==> config.mk <==
export PLATFORM = sky130hd
export DESIGN_NAME = bus_ctrl
export DESIGN_NICKNAME = d
export VERILOG_FILES = /design/src/rtl/bus_ctrl_pkg.sv /design/src/rtl/bus_region_match.sv /design/src/rtl/bus_ctrl.sv
export SDC_FILE = /design/constraint.sdc
export NUM_CORES = 1
export LEC_CHECK = 0
export CAP_MARGIN = 20
export CORE_MARGIN = 4
export CORE_UTILIZATION = 44
export CTS_BUF_LIST = sky130_fd_sc_hd__clkbuf_4 sky130_fd_sc_hd__clkbuf_8
export DETAILED_ROUTE_END_ITERATION = 10
export PLACE_DENSITY = 0.82
export SLEW_MARGIN = 10
export SYNTH_ARGS = -nofsm -noshare
export SYNTH_HDL_FRONTEND = slang
export SYNTH_HIERARCHICAL = 1
export SYNTH_SLANG_ARGS = --single-unit
==> constraint.sdc <==
create_clock -name clk -period 2 [get_ports clk]
set_input_delay 0.2 -clock clk [delete_from_list [all_inputs] [get_ports clk]]
set_output_delay 0.2 -clock clk [all_outputs]
set_load 0.01 [all_outputs]
==> src/rtl/bus_ctrl_pkg.sv <==
// bus_ctrl_pkg: FSM states, wait-counter width and error read fill shared by bus_ctrl
package bus_ctrl_pkg;
   typedef enum logic [1:0] {IDLE, ACCESS, DONE, ERR} state_t;
   localparam int CNT_W = 4;
   localparam logic ERR_FILL = 1'b1;
   function automatic int idx_w(input int n);
      return n > 1 ? $clog2(n) : 1;
   endfunction
endpackage

==> src/rtl/bus_region_match.sv <==
// bus_region_match: N-way masked address compare with lowest-index priority
module bus_region_match
   import bus_ctrl_pkg::*;
#(
   parameter int ADDR_W = 16,
   parameter int N_SLAVES = 2,
   parameter int IDX_W = idx_w(N_SLAVES),
   parameter logic [N_SLAVES*ADDR_W-1:0] REGION_BASE = {16'hF800, 16'h0000},
   parameter logic [N_SLAVES*ADDR_W-1:0] REGION_MASK = {16'hF800, 16'h8000}
) (
   input  logic [ADDR_W-1:0] i_addr,
   output logic              o_hit,
   output logic [IDX_W-1:0]  o_idx
);
   // scanning high to low lets the lowest matching region overwrite the rest
   always_comb begin
      o_hit = 1'b0;
      o_idx = '0;
      for (int k = N_SLAVES - 1; k >= 0; k--)
         if ((i_addr & REGION_MASK[k*ADDR_W +: ADDR_W]) == REGION_BASE[k*ADDR_W +: ADDR_W]) begin
            o_hit = 1'b1;
            o_idx = IDX_W'(k);
         end
   end
endmodule

==> src/rtl/bus_ctrl.sv <==
// bus_ctrl: CPU-to-slave bus controller with region decode, wait states and error response
module bus_ctrl
   import bus_ctrl_pkg::*;
#(
   parameter int ADDR_W = 16,
   parameter int DATA_W = 8,
   parameter int N_SLAVES = 2,
   parameter logic [N_SLAVES*ADDR_W-1:0] REGION_BASE = {16'hF800, 16'h0000},
   parameter logic [N_SLAVES*ADDR_W-1:0] REGION_MASK = {16'hF800, 16'h8000},
   parameter logic [N_SLAVES*CNT_W-1:0]  REGION_WAIT = '0
) (
   input  logic                       clk,
   input  logic                       reset,
   input  logic [ADDR_W-1:0]          cpu_address,
   input  logic                       cpu_read,
   input  logic                       cpu_write,
   input  logic [DATA_W-1:0]          cpu_wdata,
   output logic [DATA_W-1:0]          cpu_rdata,
   output logic                       cpu_ready,
   output logic                       bus_error,
   output logic [ADDR_W-1:0]          slv_address,
   output logic [DATA_W-1:0]          slv_wdata,
   input  logic [N_SLAVES*DATA_W-1:0] slv_rdata,
   output logic [N_SLAVES-1:0]        slv_cs_r,
   output logic [N_SLAVES-1:0]        slv_cs_w
);
   localparam int IDX_W = idx_w(N_SLAVES);
   state_t              r_state;
   logic [CNT_W-1:0]    r_cnt;
   logic                r_dir;
   logic [IDX_W-1:0]    r_idx;
   logic                r_ready, r_err;
   logic [N_SLAVES-1:0] r_cs_r, r_cs_w;
   logic [ADDR_W-1:0]   r_addr;
   logic [DATA_W-1:0]   r_wdata, r_rdata;
   logic                w_hit, w_valid;
   logic [IDX_W-1:0]    w_idx;
   logic [CNT_W-1:0]    w_wait;
   logic [N_SLAVES-1:0] w_onehot;
   logic [DATA_W-1:0]   w_slv_rd;
   bus_region_match #(
      .ADDR_W(ADDR_W), .N_SLAVES(N_SLAVES), .IDX_W(IDX_W),
      .REGION_BASE(REGION_BASE), .REGION_MASK(REGION_MASK)
   ) u_match (
      .i_addr(cpu_address), .o_hit(w_hit), .o_idx(w_idx)
   );
   assign w_valid  = cpu_read ^ cpu_write;
   assign w_wait   = REGION_WAIT[w_idx*CNT_W +: CNT_W];
   assign w_onehot = N_SLAVES'(1) << w_idx;
   assign w_slv_rd = slv_rdata[r_idx*DATA_W +: DATA_W];
   // strobes are registered on ACCESS entry so they cover exactly the ACCESS cycles
   always_ff @(posedge clk or negedge reset)
      if (!reset) begin
         r_state <= IDLE;
         r_cnt   <= '0;
         r_dir   <= 1'b0;
         r_idx   <= '0;
         r_ready <= 1'b0;
         r_err   <= 1'b0;
         r_cs_r  <= '0;
         r_cs_w  <= '0;
         r_addr  <= '0;
         r_wdata <= '0;
         r_rdata <= '0;
      end else begin
         r_ready <= 1'b0;
         r_err   <= 1'b0;
         case (r_state)
            IDLE:
               if (w_valid && w_hit) begin
                  r_state <= ACCESS;
                  r_addr  <= cpu_address;
                  r_wdata <= cpu_wdata;
                  r_dir   <= cpu_write;
                  r_idx   <= w_idx;
                  r_cnt   <= w_wait;
                  r_cs_r  <= cpu_write ? '0 : w_onehot;
                  r_cs_w  <= cpu_write ? w_onehot : '0;
               end else if (cpu_read || cpu_write) begin
                  r_state <= ERR;
                  r_ready <= 1'b1;
                  r_err   <= 1'b1;
                  r_rdata <= {DATA_W{ERR_FILL}};
               end
            ACCESS:
               if (r_cnt != '0) r_cnt <= r_cnt - 1'b1;
               else begin
                  r_state <= DONE;
                  r_ready <= 1'b1;
                  r_cs_r  <= '0;
                  r_cs_w  <= '0;
                  if (!r_dir) r_rdata <= w_slv_rd;
               end
            default: r_state <= IDLE;
         endcase
      end
   assign cpu_rdata   = r_rdata;
   assign cpu_ready   = r_ready;
   assign bus_error   = r_err;
   assign slv_address = r_addr;
   assign slv_wdata   = r_wdata;
   assign slv_cs_r    = r_cs_r;
   assign slv_cs_w    = r_cs_w;
endmodule

==> results of run 1 <==
per-layer routing:
metal / global-route usage, % / part of all wire, % / up-vias
li1: - / - / 816
met1: 22.63 / 43 / 821
met2: 27.85 / 49 / 47
met3: 6.008 / 7.2 / 6
met4: 5.336 / 1.0 / 0
met5: 0 / 0 / -
cell type report:
| type | instances | area (um2) | area share [%] |
|---|---|---|---|
| tap | 52 | 65.06 | 2.177 |
| multi-input combinational | 133 | 765.7 | 25.62 |
| inverter | 6 | 22.52 | 0.7535 |
| clock buffer | 5 | 68.82 | 2.302 |
| clock inverter | 3 | 40.04 | 1.339 |
| sequential | 46 | 1151 | 38.51 |
| timing repair buffer | 90 | 875.8 | 29.30 |
cell usage after synthesis, types with 3 or more instances:
cell / number
sky130_fd_sc_hd__a21o_1: 3
sky130_fd_sc_hd__clkbuf_1: 4
sky130_fd_sc_hd__mux2i_1: 10
sky130_fd_sc_hd__buf_1: 3
sky130_fd_sc_hd__o21ai_1: 3
sky130_fd_sc_hd__inv_1: 6
sky130_fd_sc_hd__a2bb2oi_1: 8
sky130_fd_sc_hd__nand2_1: 81
sky130_fd_sc_hd__dfrtp_1: 46
sky130_fd_sc_hd__ha_1: 3
worst min-delay path by stage:
stage	start	end	slack, ps	cells past startpoint
after CTS	cpu_wdata[4]	slv_wdata[4]$_DFFE_PN0P_	420	3
after global routing	cpu_address[8]	slv_address[8]$_DFFE_PN0P_	420	3
final	cpu_address[3]	slv_address[3]$_DFFE_PN0P_	420	3
after detailed placement	reset	slv_cs_w[1]$_DFFE_PN0P_	250	1
after global placement	reset	slv_cs_w[1]$_DFFE_PN0P_	260	1
after floorplan	reset	bus_error$_DFF_PN0_	-100	0
cell usage in the layout, fill, tap and decap left out, types with 3 or more instances in the layout:
master and n:
sky130_fd_sc_hd__ha_1 3, sky130_fd_sc_hd__a21o_1 3, sky130_fd_sc_hd__buf_4 8, sky130_fd_sc_hd__a2bb2oi_1 8
sky130_fd_sc_hd__inv_1 6, sky130_fd_sc_hd__o21ai_1 3, sky130_fd_sc_hd__dfrtp_1 46, sky130_fd_sc_hd__nand2_1 81
sky130_fd_sc_hd__clkdlybuf4s50_1 80, sky130_fd_sc_hd__mux2i_1 10, sky130_fd_sc_hd__clkbuf_8 5
logic make-up (layout without fill, tap and decap cells):
family                   Yosys count  count (layout)  synth area share [%]
AND/OR/NAND/NOR                   98              98                 21.76
flip-flops                        46              46                 58.38
buffers and inverters             16             104                 3.553
adder cells (fa/ha/maj)            3               3                 1.904
AO/OA/AOI/OAI                     22              22                 9.327
multiplexers                      10              10                 5.076
flip-flops by register name, summed over array words and instances, names as in the netlist:
register	flops
cpu_ready	1
cpu_rdata	8
slv_cs_w	2
r_idx	1
slv_cs_r	2
r_cnt	4
r_dir	1
slv_address	16
bus_error	1
slv_wdata	8
r_state	2
per-stage QoR:
stage / total power [W] / worst slack, ps
2_1_floorplan: 0.002462 / 382.5
3_3_place_gp: 0.003381 / 15.65
3_5_place_dp: 0.003431 / -22.04
4_1_cts: 0.004118 / 199.4
5_1_grt: 0.004361 / 69.88
6_report: 0.004079 / 216.6
tightest hold or removal path: cells and delay by family:
kind,cells,cell delay (ps)
simple gates,2,100
buf+inv,1,390
report_power, final:
| group | internal (W) | switching, W |
|---|---|---|
| Combinational | 0.00100 | 0.000805 |
| Sequential | 0.00133 | 0.000268 |
| Clock | 0.000368 | 0.000308 |
==> impl.org, run 1 <==
** Finish
- Excluding fillers, the count of instances in the completed layout stands at 335.
- The post-route netlist has under 10% of its cells at a drive strength greater than 1.
- After the last flow step, the layout net total stands at 329.
- Ant diodes :: 0
- Post-Layout Inst Area :: 0.002989 mm2
- Number of fillers in the final layout :: 323
- From synthesis to final layout, the design area changed by 51.59%.
- For this run, the share of the core covered by cells in the final layout is 68.65%.

** Critical path
- The cell family contributing the most delay on the critical path is compound AO/OA/AOI/OAI gates.
- Data required, critical path :: 2220 ps
- Endpoint type of the worst setup path :: register
- The worst setup path is of the reg2reg kind.
- Worst reg2reg startpoint :: r_cnt[0]$_DFFE_PN0P_
- The slowest stage of the critical path belongs to the cell sky130_fd_sc_hd__or3b_1.
- Stage delay of the slowest cell on the critical path :: roughly 450 ps
- CP Buf/Inv Count :: 1
- The worst register-to-register path has a setup slack of 220 ps.
- CP Data Arrival Time :: approximately 2000 ps
- In this run the worst setup path terminates at cpu_rdata[3]$_DFFE_PN0P_.
- STA classifies the critical path startpoint as a register.
- In this run the number of cells on the critical path is 5.
- In this run the worst setup path begins at r_cnt[0]$_DFFE_PN0P_.
- In this run the critical register-to-register path is captured at cpu_rdata[3]$_DFFE_PN0P_.
- For the worst flop-to-flop path, the logic depth is 5.
- In this run the worst path has a maximum fanout of 8.
- The critical path goes through inv_1, ha_1, or3b_1, o31ai_4, a2bb2oi_1.

** Yosys
- Share of flip-flops with an asynchronous set or reset after synthesis :: 100.0%
- Syn_nets :: roughly 240
- A synthesized cell averages a little over 10 um2.
- Synth Register Bits :: 46
- Number of different library cells in the post-synthesis netlist :: 34
- The synthesized netlist occupies a cell area of between 0.0015 and 0.002 mm2.
- Leading cell types by total area after synthesis :: sky130_fd_sc_hd__dfrtp_1 58%, sky130_fd_sc_hd__nand2_1 15%, sky130_fd_sc_hd__mux2i_1 5.1%, sky130_fd_sc_hd__a2bb2oi_1 3.6%, sky130_fd_sc_hd__ha_1 1.9%
- Number of synthesized flops with an enable pin :: 0
- Area share of the leading cell type in the synthesized netlist :: between 50% and 60%
- Leading area contributor after synthesis :: sky130_fd_sc_hd__dfrtp_1
- Yosys printed 6 warnings.
- Synthesis handed over a netlist of 195 instances.
- Post-synth top flop :: sky130_fd_sc_hd__dfrtp_1
- Register area share after synthesis :: just under 60%

** Place
- Global placement routability congestion :: 0.7410
- Post-detailed-placement half-perimeter wirelength :: 3.547 mm
- Input and output buffers added on the ports amount to between 80 and 90.
- After detailed placement, the total cell area comes to 0.002870 mm2.
- Cell count after placement :: 326

** CTS
- CTS hold repair buffers :: 1
- Count of H-tree levels built during CTS :: 2
- Number of instances resized during post-cts repair :: 0
- Total CTS buffers :: 5
- The root buffer cell chosen for the clock tree is sky130_fd_sc_hd__clkbuf_8.
- The clock net in this run drives a total of 46 sinks.
- TritonCTS built the clock tree.
- In this run the deepest clock path goes through 2 buffers.
- The number of setup buffers added after CTS is 0.
- Clock-pin slew was measured on the worst setup and hold paths at about 90 ps.
- Clock latency on the worst-skew pair, taken at its later pin, is roughly 300 ps.

** Die
- The initialized floorplan defines 24 standard-cell rows.
- Initial Utilization :: a little under half
- I/O pins :: between 80 and 90
- In this run the vertical extent of the chip is 74.95 um.
- Placeable Area :: 0.004354 mm2
- The die covers 0.005617 mm2.
- DIE WIDTH :: between 70 and 80 um

** Drt
- Pre-Repair DR Iteration Count :: 4
- Dividing the detail-routed wire length by the instance count gives 14.05 um.
- Using the TritonRoute via totals, the vias-per-cell ratio works out to about 5.
- In this run, the number of DRC markers left after iteration 0 of detailed routing was between 60 and 70.
- The routed layout has 1690 vias.
- Remaining antenna violation count :: 0
- Drt drc :: 0
- Final Routed Wirelength :: approximately 4.7 mm

** Timing
- The clock period could shrink to around 1800 ps.
- Adding up every negative setup slack in the final design gives 0 ps.
- The total count of max-transition violations in the final report is 0.
- Setup repair after global routing left no endpoint under its margin.
- Setup violations remaining at the end of the flow were counted as 0.
- Timing would allow up to 560.7 MHz.
- Of the available clock period, the critical path in the final layout requires 89.17%.
- Hold_ws :: 421.7 ps
- The worst pin sits at a relative slew slack of slightly below 60%.
- On the final layout, the worst clock skew is 7.429 ps.
- The total count of hold-check failures in the final report is 0.
- Worst slew pin tran :: between 600 and 700 ps

** Power and ir drop
- VDD sags by at most around 0.8 mV.
- Leakage dissipation :: 1.407 nW
- In this run the power density over the cells is about 1400 mW/mm2.

** GRT
- Number of antenna violations at the first check in global routing :: 0
- Via count of the first global-routing pass :: around 1700
- Global routing consumed, over all layers together, between 15 and 20% of the routing resources.
- Wire length of the first global-routing pass :: ~7.5 mm
- Pin count of the biggest net entering global routing :: 29
- Remaining global-route overflow :: 0

** Outcome
- Status :: finished clean

** Job
- Across the run, the number of max-cap violations was 0.

** Hold path
- In this run the worst hold path is classified as in2reg.
Power figures use the tool's default switching activity.
==> run 2: changes to the inputs <==
- CTS_CLUSTER_DIAMETER: default -> 60
- REMOVE_ABC_BUFFERS: default -> 1
- clock period: 2 -> 1.8 ns (I/O delays scaled with it)
==> impl.org, run 2 (synthesis gave the netlist of run 1 again) <==
** Die
- The floorplan die width is 74.95 um (unchanged).
- The total die area came to 0.005617 mm2 (unchanged).
- Total number of placement rows :: 24 (unchanged)
- The y dimension of the die came to 74.95 um (unchanged).
- Placeable Area :: 0.004354 mm2 (unchanged)
- I/O pins :: 82 (unchanged)
- The initial core utilization came to 45.29% (unchanged).

** CTS
- The number of buffers added by the clock tree synthesis step was 5 (unchanged).
- The clock input transition at the sequential cells of the worst setup and hold paths was 90 ps (about the same).
- Insertion delay to the later sink of the worst-skew pair :: 300 ps (about the same)
- Root Buffer Master :: sky130_fd_sc_hd__clkbuf_8
- The count of H-tree levels built during CTS came to 2 (unchanged).
- TritonCTS built the clock tree.
- The number of buffers between clock root and the deepest sink came to 2 (unchanged).
- The clock sink total is 46 (unchanged).

** Power and ir drop
- Leakage dissipation :: 1.431 nW (+1.8%)
- The internal power contribution came to 0.002965 W (+9.9%).
- The worst-case vdd ir drop came to 0.7947 mV (about the same).
- The proportion of power drawn by flip-flops and latches is 39.5% (+0.4 points).
- Switching component of the power :: 0.001552 W (+12%)
- The share of total power in the clock network is 13.8% (-2.8 points).
- The combinational fraction of design power was 46.6% (+2.3 points).
- Power per Cell Area :: 1488 mW/mm2 (+9.1%)
- The switching share of total power was 34.35% (+0.50 points).
- The final total power came to 0.004517 W (+11%).

** Hold path
- The number of stages on the worst hold path came to 3 (unchanged).
- The startpoint identified for the worst hold timing path is cpu_address[4].
- Classification of the worst-slack hold path :: in2reg
- For hold timing, the worst endpoint is slv_address[4]$_DFFE_PN0P_.

** GRT
- Global Route Usage Sum :: 16.84% (-0.67 points)
- Remaining global-route overflow :: 0 (unchanged)
- Wire length of the first global-routing pass :: 7.155 mm (-4.3%)
- Pin count of the biggest net entering global routing :: 29 (unchanged)
- The number of global-route vias before repair came to 1644 (-3.1%).
- The number of antenna violations at the first check in global routing is 0 (unchanged).

** Drt
- Remaining antenna violation count :: 0 (unchanged)
- The total wirelength of the detailed-routed design was 4.650 mm (-1.2%).
- Detailed Route Iter0 Violations :: 92 (+44%)
- Drt drc :: 0 (unchanged)
- Pre-Repair DR Iteration Count :: 4 (unchanged)
- Routed vias :: 1660 (-1.8%)
- Detailed-route vias per instance :: 4.854 (-3.8%)
- The wire length per cell is 13.60 um (-3.3%).

** Finish
- Fin util :: 69.71% (+1.1 points)
- The number of filler instances in the final layout is 320 (-0.93%).
- The final instance count without filler cells is 342 (+2.1%).
- Ant diodes :: 0 (unchanged)
- The flip-flop count of the largest register, all copies and words added is 16 (unchanged).
- Layout cells sized above 1 :: 11.03% (+3.3 points)
- The top cell types in the final layout, fill and taps aside, are 81 x sky130_fd_sc_hd__nand2_1, 80 x sky130_fd_sc_hd__clkdlybuf4s50_1, 46 x sky130_fd_sc_hd__dfrtp_1.
- Synth-to-Final Area Change :: 53.93%
- The layout net count was 336 (+2.1%).
- The final design area excluding fillers is 0.003035 mm2 (+1.5%).
- Most common cell after layout, fill and taps aside :: sky130_fd_sc_hd__nand2_1

** Critical path
- STA classifies the critical path startpoint as a register.
- The startpoint identified for the worst register-to-register timing path is r_cnt[0]$_DFFE_PN0P_.
- R2r endpoint :: cpu_rdata[1]$_DFFE_PN0P_
- Number of cells on the worst reg-to-reg path :: 6 (+1)
- Data required, critical path :: 2020 ps (-200 ps)
- The maximum fanout along the worst path came to 8 (unchanged).
- Among all stages on the critical path, the largest delay is contributed by sky130_fd_sc_hd__dfrtp_1.
- Stage delay of the slowest cell on the critical path :: 420 ps (-30 ps)
- Endpoint type of the worst setup path :: register
- CP Data Arrival Time :: 1960 ps (-40 ps)
- The buffer and inverter count on the worst path came to 2 (+1).
- Class of the most critical setup path :: reg2reg
- Traced cell by cell, the critical path runs through inv_2, ha_1, or3b_4, o31ai_4, buf_6, a2bb2oi_1.
- Worst R2R Setup Slack :: 60 ps (-160 ps)
- Grouping stages by cell kind, the critical path spends the most delay in compound AO/OA/AOI/OAI gates.

** Outcome
- The run finished with clean final reports.

** Place
- Count of port buffers added during placement :: 81 (unchanged)
- Post-detailed-placement half-perimeter wirelength :: 3.627 mm (+2.3%)
- Post-place instance area :: 0.002900 mm2 (+1.0%)
- The global placement routability congestion is 0.7762 (+4.8%).
- The number of instances in the placed design was 330 (+1.2%).

** Timing
- The upper clock frequency limit is 574.2 MHz (+2.4%).
- The total count of max-transition violations in the final report came to 0 (unchanged).
- The total count of hold-check failures in the final report came to 0 (unchanged).
- Setup repair after global routing could not meet its margin everywhere.
- Final period utilization :: 96.76% (+7.6 points)
- The time the final worst path needs with I/O delays and setup was 1742 ps (-41.77 ps).
- Setup Skew :: 9.298 ps (+1.869 ps)
- Remaining max-slew budget at the tightest pin :: 60.72% (+2.2 points)
- Worst slew pin tran :: 589.3 ps (-32.88 ps)
- The final setup violation count is 0 (unchanged).

** Job
- The reported max-cap violation count came to 0 (unchanged).
-- run 2: cell count changes in the layout (fill, tap and decap cells not counted), sizes merged --
cell / previous run / this run
buf: 9 / 16
bufinv: 1 / 0
clkbuf: 5 / 6
-- run 2: how the worst max path moves through the flow --
stage,start,end,slack [ps],depth (start not counted)
after floorplan,cpu_write,slv_cs_r[1]$_DFFE_PN0P_,-1430,5
after CTS,r_cnt[0]$_DFFE_PN0P_,cpu_rdata[1]$_DFFE_PN0P_,10,6
final,r_cnt[0]$_DFFE_PN0P_,cpu_rdata[1]$_DFFE_PN0P_,60,6
after detailed placement,cpu_write,slv_cs_r[1]$_DFFE_PN0P_,-130,6
after global routing,r_cnt[1]$_DFFE_PN0P_,cpu_rdata[4]$_DFFE_PN0P_,-10,6
after global placement,cpu_write,slv_cs_r[1]$_DFFE_PN0P_,-80,6
-- run 2: final cells by class --
cell class | instances | area, um2 | area share [%]
clock inverters | 2 | 13.76 | 0.4534
flip-flops and latches | 46 | 1151 | 37.92
repair buffers | 97 | 932.1 | 30.71
clock buffers | 6 | 76.32 | 2.514
multi-input cells | 133 | 774.5 | 25.52
inverters | 6 | 22.52 | 0.7420
well taps | 52 | 65.06 | 2.143
-- run 2: power groups by stage --
stage | clock (W) | sequential, W | combinational [W]
2_1_floorplan | 0 | 0.00192 | 0.000768
5_1_grt | 0.000690 | 0.00184 | 0.00230
4_1_cts | 0.000642 | 0.00178 | 0.00208
6_report | 0.000625 | 0.00179 | 0.00211
3_3_place_gp | 0 | 0.00178 | 0.00199
3_5_place_dp | 0 | 0.00179 | 0.00205
-- run 2: stage by stage --
step	setup TNS (ps)	hold slack [ps]	worst slack, ps
final	0	391.4	58.33
after global routing	-32.93	387.9	-12.84
after CTS	0	385.9	9.627
after detailed placement	-2914	220.2	-127.8
after global placement	-1867	222.6	-82.94
after floorplan	-31990	-115.6	-1427
-- run 2: tightest hold or removal path, delay by kind of cell --
| kind | cells | cell delay (ps) |
|---|---|---|
| and+or+nand+nor | 2 | 90 |
| buffers and inverters | 1 | 390 |
-- run 2: repair_timing --
action,in CTS,in global routing
setup endpoints to repair,7,8
setup buffers,1,2
hold buffers,1,0
gates resized for setup,1,3
endpoints found under the hold margin,26,0
pin swaps,1,0
-- run 2: routing by layer --
layer  vias to the layer above  wire [um]  GRT usage (%)
li1                        829          -              -
met5                         -          0              0
met3                         9        414          5.474
met1                       767       1890          19.22
met4                         0         76          5.929
met2                        55       2269          29.50
==> run 3: changes to the inputs <==
- CORE_MARGIN: 4 -> 5
- CORE_UTILIZATION: 44 -> 40
- PLACE_DENSITY: 0.82 -> 0.76
==> impl.org, run 3 (synthesis gave the netlist of run 1 again) <==
** GRT
- Number of antenna violations at the first check in global routing :: 0 (unchanged)
- The largest net degree at the start of global routing was 25 (-14%).
- The final global-route overflow total was 0 (unchanged).
- Global Route Usage Sum :: 15.76% (-1.1 points)
- Wire length of the first global-routing pass :: 7.824 mm (+9.4%)
- Via count of the first global-routing pass :: 1677 (+2.0%)

** CTS
- The worst-skew pair later-pin latency is 300 ps (about the same).
- The number of buffers added by the clock tree synthesis step came to 5 (unchanged).
- Max clock buf depth :: 2 (unchanged)
- Count of H-tree levels built during CTS :: 2 (unchanged)
- Root Buffer Master :: sky130_fd_sc_hd__clkbuf_8
- Clock sink total :: 46 (unchanged)
- CTS tree :: yes
- Clock transition at the registers of the reported paths :: 80 ps (about the same)

** Power and ir drop
- The worst-case vdd ir drop came to 0.7448 mV (-6.3%).
- The combinational fraction of design power came to 45.8% (-0.8 points).
- The ratio of total power to cell area is 1528 mW/mm2 (+2.7%).
- Internal Dissipation :: 0.003170 W (+6.9%)
- The leakage power came to 1.448 nW (+1.2%).
- Sequential group share of total power :: 37.8% (-1.7 points)
- Net Sw Frac :: 33.12% (-1.2 points)
- Clock share of power :: 16.5% (+2.7 points)
- Switching component of the power :: 0.001570 W (+1.2%)

** Critical path
- The buffer and inverter count on the worst path was 2 (unchanged).
- Category of cells accounting for the largest share of critical-path delay :: compound AO/OA/AOI/OAI gates
- Among all stages on the critical path, the largest delay is contributed by sky130_fd_sc_hd__or3b_4.
- The data arrival at the endpoint of the critical path was 1960 ps (about the same).
- Stage delay of the slowest cell on the critical path :: 430 ps (about the same)
- Traced cell by cell, the critical path runs through inv_1, ha_1, or3b_4, o31ai_4, buf_6, a2bb2oi_1.
- The critical path in this run is classified as reg2reg.
- Maximum fanout count along the critical path :: 8 (unchanged)
- STA classifies the critical path endpoint as a register.
- Data required, critical path :: 2030 ps (about the same)
- Type of element launching the critical path :: register

** Drt
- The count of TritonRoute iterations in the first routing pass came to 4 (unchanged).
- The violation count after the first detailed-routing iteration was 75 (-18%).
- Post-DR wirelength/cell :: 13.37 um (-1.6%)
- The total met3 wirelength after detailed routing is 391 um (-5.6%).
- The vias after detailed routing is 1688 (+1.7%).
- Met1 wire length :: 2.034 mm (+7.6%)
- Drt drc :: 0 (unchanged)
- The met2 routed wirelength is 2.258 mm (-0.48%).
- The total wirelength of the detailed-routed design was 4.761 mm (+2.4%).
- The number of routed nets with antenna violations is 0 (unchanged).
- The detailed router used layers up to and including met4.
- The number of vias per cell is 4.742 (-2.3%).

** Timing
- Highest attainable clock frequency :: 574.9 MHz (+0.13%)
- The total count of hold-check failures in the final report was 0 (unchanged).
- Final critical-path required period :: 1739 ps (-2.284 ps)
- The total count of max-transition violations in the final report is 0 (unchanged).
- The summed negative setup slack over all endpoints was 0 ps (unchanged).
- Final setup vio count :: 0 (unchanged)
- The worst relative slew slack came to 64.46% (+3.7 points).
- Hold_ws :: 395.6 ps (+4.115 ps)
- Worst slew pin tran :: 533.2 ps (-56.10 ps)
- The maximum clock skew at final layout is 9.163 ps (-0.1357 ps).
- Final period utilization :: 96.63% (-0.13 points)

** Outcome
- The run finished with clean final reports.

** Job
- Max Cap Violations :: 0 (unchanged)

** Die
- Total die area :: 0.006434 mm2 (+15%)
- DIE WIDTH :: 80.21 um (+7.0%)
- Total number of placement rows :: 25 (+4.2%)
- Die Span Y :: 80.21 um (+7.0%)
- The area inside the core boundary is 0.004755 mm2 (+9.2%).
- Initial Utilization :: 41.47% (-3.8 points)
- The I/O pin count is 82 (unchanged).

** Finish
- The diode insertion count for antenna repair is 0 (unchanged).
- The share of final-layout standard cells stronger than drive strength 1 came to 11.07% (+0.038 points).
- The area taken by flip-flops and latches was 0.001151 mm2 (unchanged).
- Fin util :: 65.24% (-4.5 points)
- Highest-count cells in the layout ignoring fill and taps :: 81 x sky130_fd_sc_hd__nand2_1, 80 x sky130_fd_sc_hd__clkdlybuf4s50_1, 46 x sky130_fd_sc_hd__dfrtp_1
- Number of fillers in the final layout :: 407 (+27%)
- The layout net count is 336 (unchanged).
- The flip-flop count of the largest register, all copies and words added came to 16 (unchanged).
- The area used by multi-input combinational logic came to 787.0 um2 (+1.6%).
- Number of standard cells in the final layout excluding fillers :: 356 (+4.1%)
- Relative to the synthesized area, the layout overhead comes to 57.30%.
- Most common cell after layout, fill and taps aside :: sky130_fd_sc_hd__nand2_1

** Place
- The global placement routability congestion is 0.7855 (+1.2%).
- The number of instances in the placed design came to 344 (+4.2%).
- Post-detailed-placement half-perimeter wirelength :: 3.646 mm (+0.52%)
- The number of I/O port buffers came to 81 (unchanged).

** Hold path
- In this run the worst hold path is classified as in2async.
[run 3: path summary, 6_finish.rpt]
| kind | start | to | slack, ps | cells past startpoint |
|---|---|---|---|---|
| min in group clk | cpu_address[2] | slv_address[2]$_DFFE_PN0P_ | 400 | 3 |
| min reg2reg | slv_wdata[1]$_DFFE_PN0P_ | slv_wdata[1]$_DFFE_PN0P_ | 480 | 2 |
| max | r_cnt[0]$_DFFE_PN0P_ | cpu_rdata[2]$_DFFE_PN0P_ | 60 | 6 |
| min | reset | r_cnt[0]$_DFFE_PN0P_ | 400 | 2 |
| max reg2reg | r_cnt[0]$_DFFE_PN0P_ | cpu_rdata[2]$_DFFE_PN0P_ | 60 | 6 |
| max in group asynchronous | reset | cpu_rdata[6]$_DFFE_PN0P_ | 900 | 3 |
[run 3: layer usage]
layer	global-route usage [%]	up-vias
li1	-	831
met1	18.91	792
met2	26.08	57
met3	5.269	8
met4	6.081	0
met5	0	-
[run 3: what timing repair did]
action,4_1_cts,5_1_grt
hold buffers,1,0
pin swaps,1,0
hold endpoints to repair,22,0
resized for setup,1,4
setup buffers,1,3
endpoints found under the setup margin,8,8
[run 3: per-stage QoR]
stage	setup slack (ps)	total power (W)	area [um2]
detailed placement	-206.3	0.003843	2924
floorplan	-1427	0.002689	1924
global route	-7.687	0.005092	3102
finish	60.62	0.004740	3102
global placement	-128.4	0.003780	2924
CTS	1.683	0.004667	3057
[run 3: cell type report]
| type | instances | area share [%] |
|---|---|---|
| multi-input cells | 133 | 25.37 |
| repair buffers | 97 | 30.46 |
| flip-flops and latches | 46 | 37.11 |
| clock buffers | 6 | 2.662 |
| inverters | 6 | 0.7261 |
| clock inverters | 1 | 0.9681 |
| well taps | 67 | 2.703 |
[run 3: power by group through the flow]
stage	Clock [W]	Combinational, W	Sequential [W]
after floorplan	0	0.000768	0.00192
after global placement	0	0.00200	0.00178
after detailed placement	0	0.00205	0.00179
after CTS	0.000802	0.00208	0.00178
after global routing	0.000846	0.00239	0.00186
final	0.000781	0.00217	0.00179
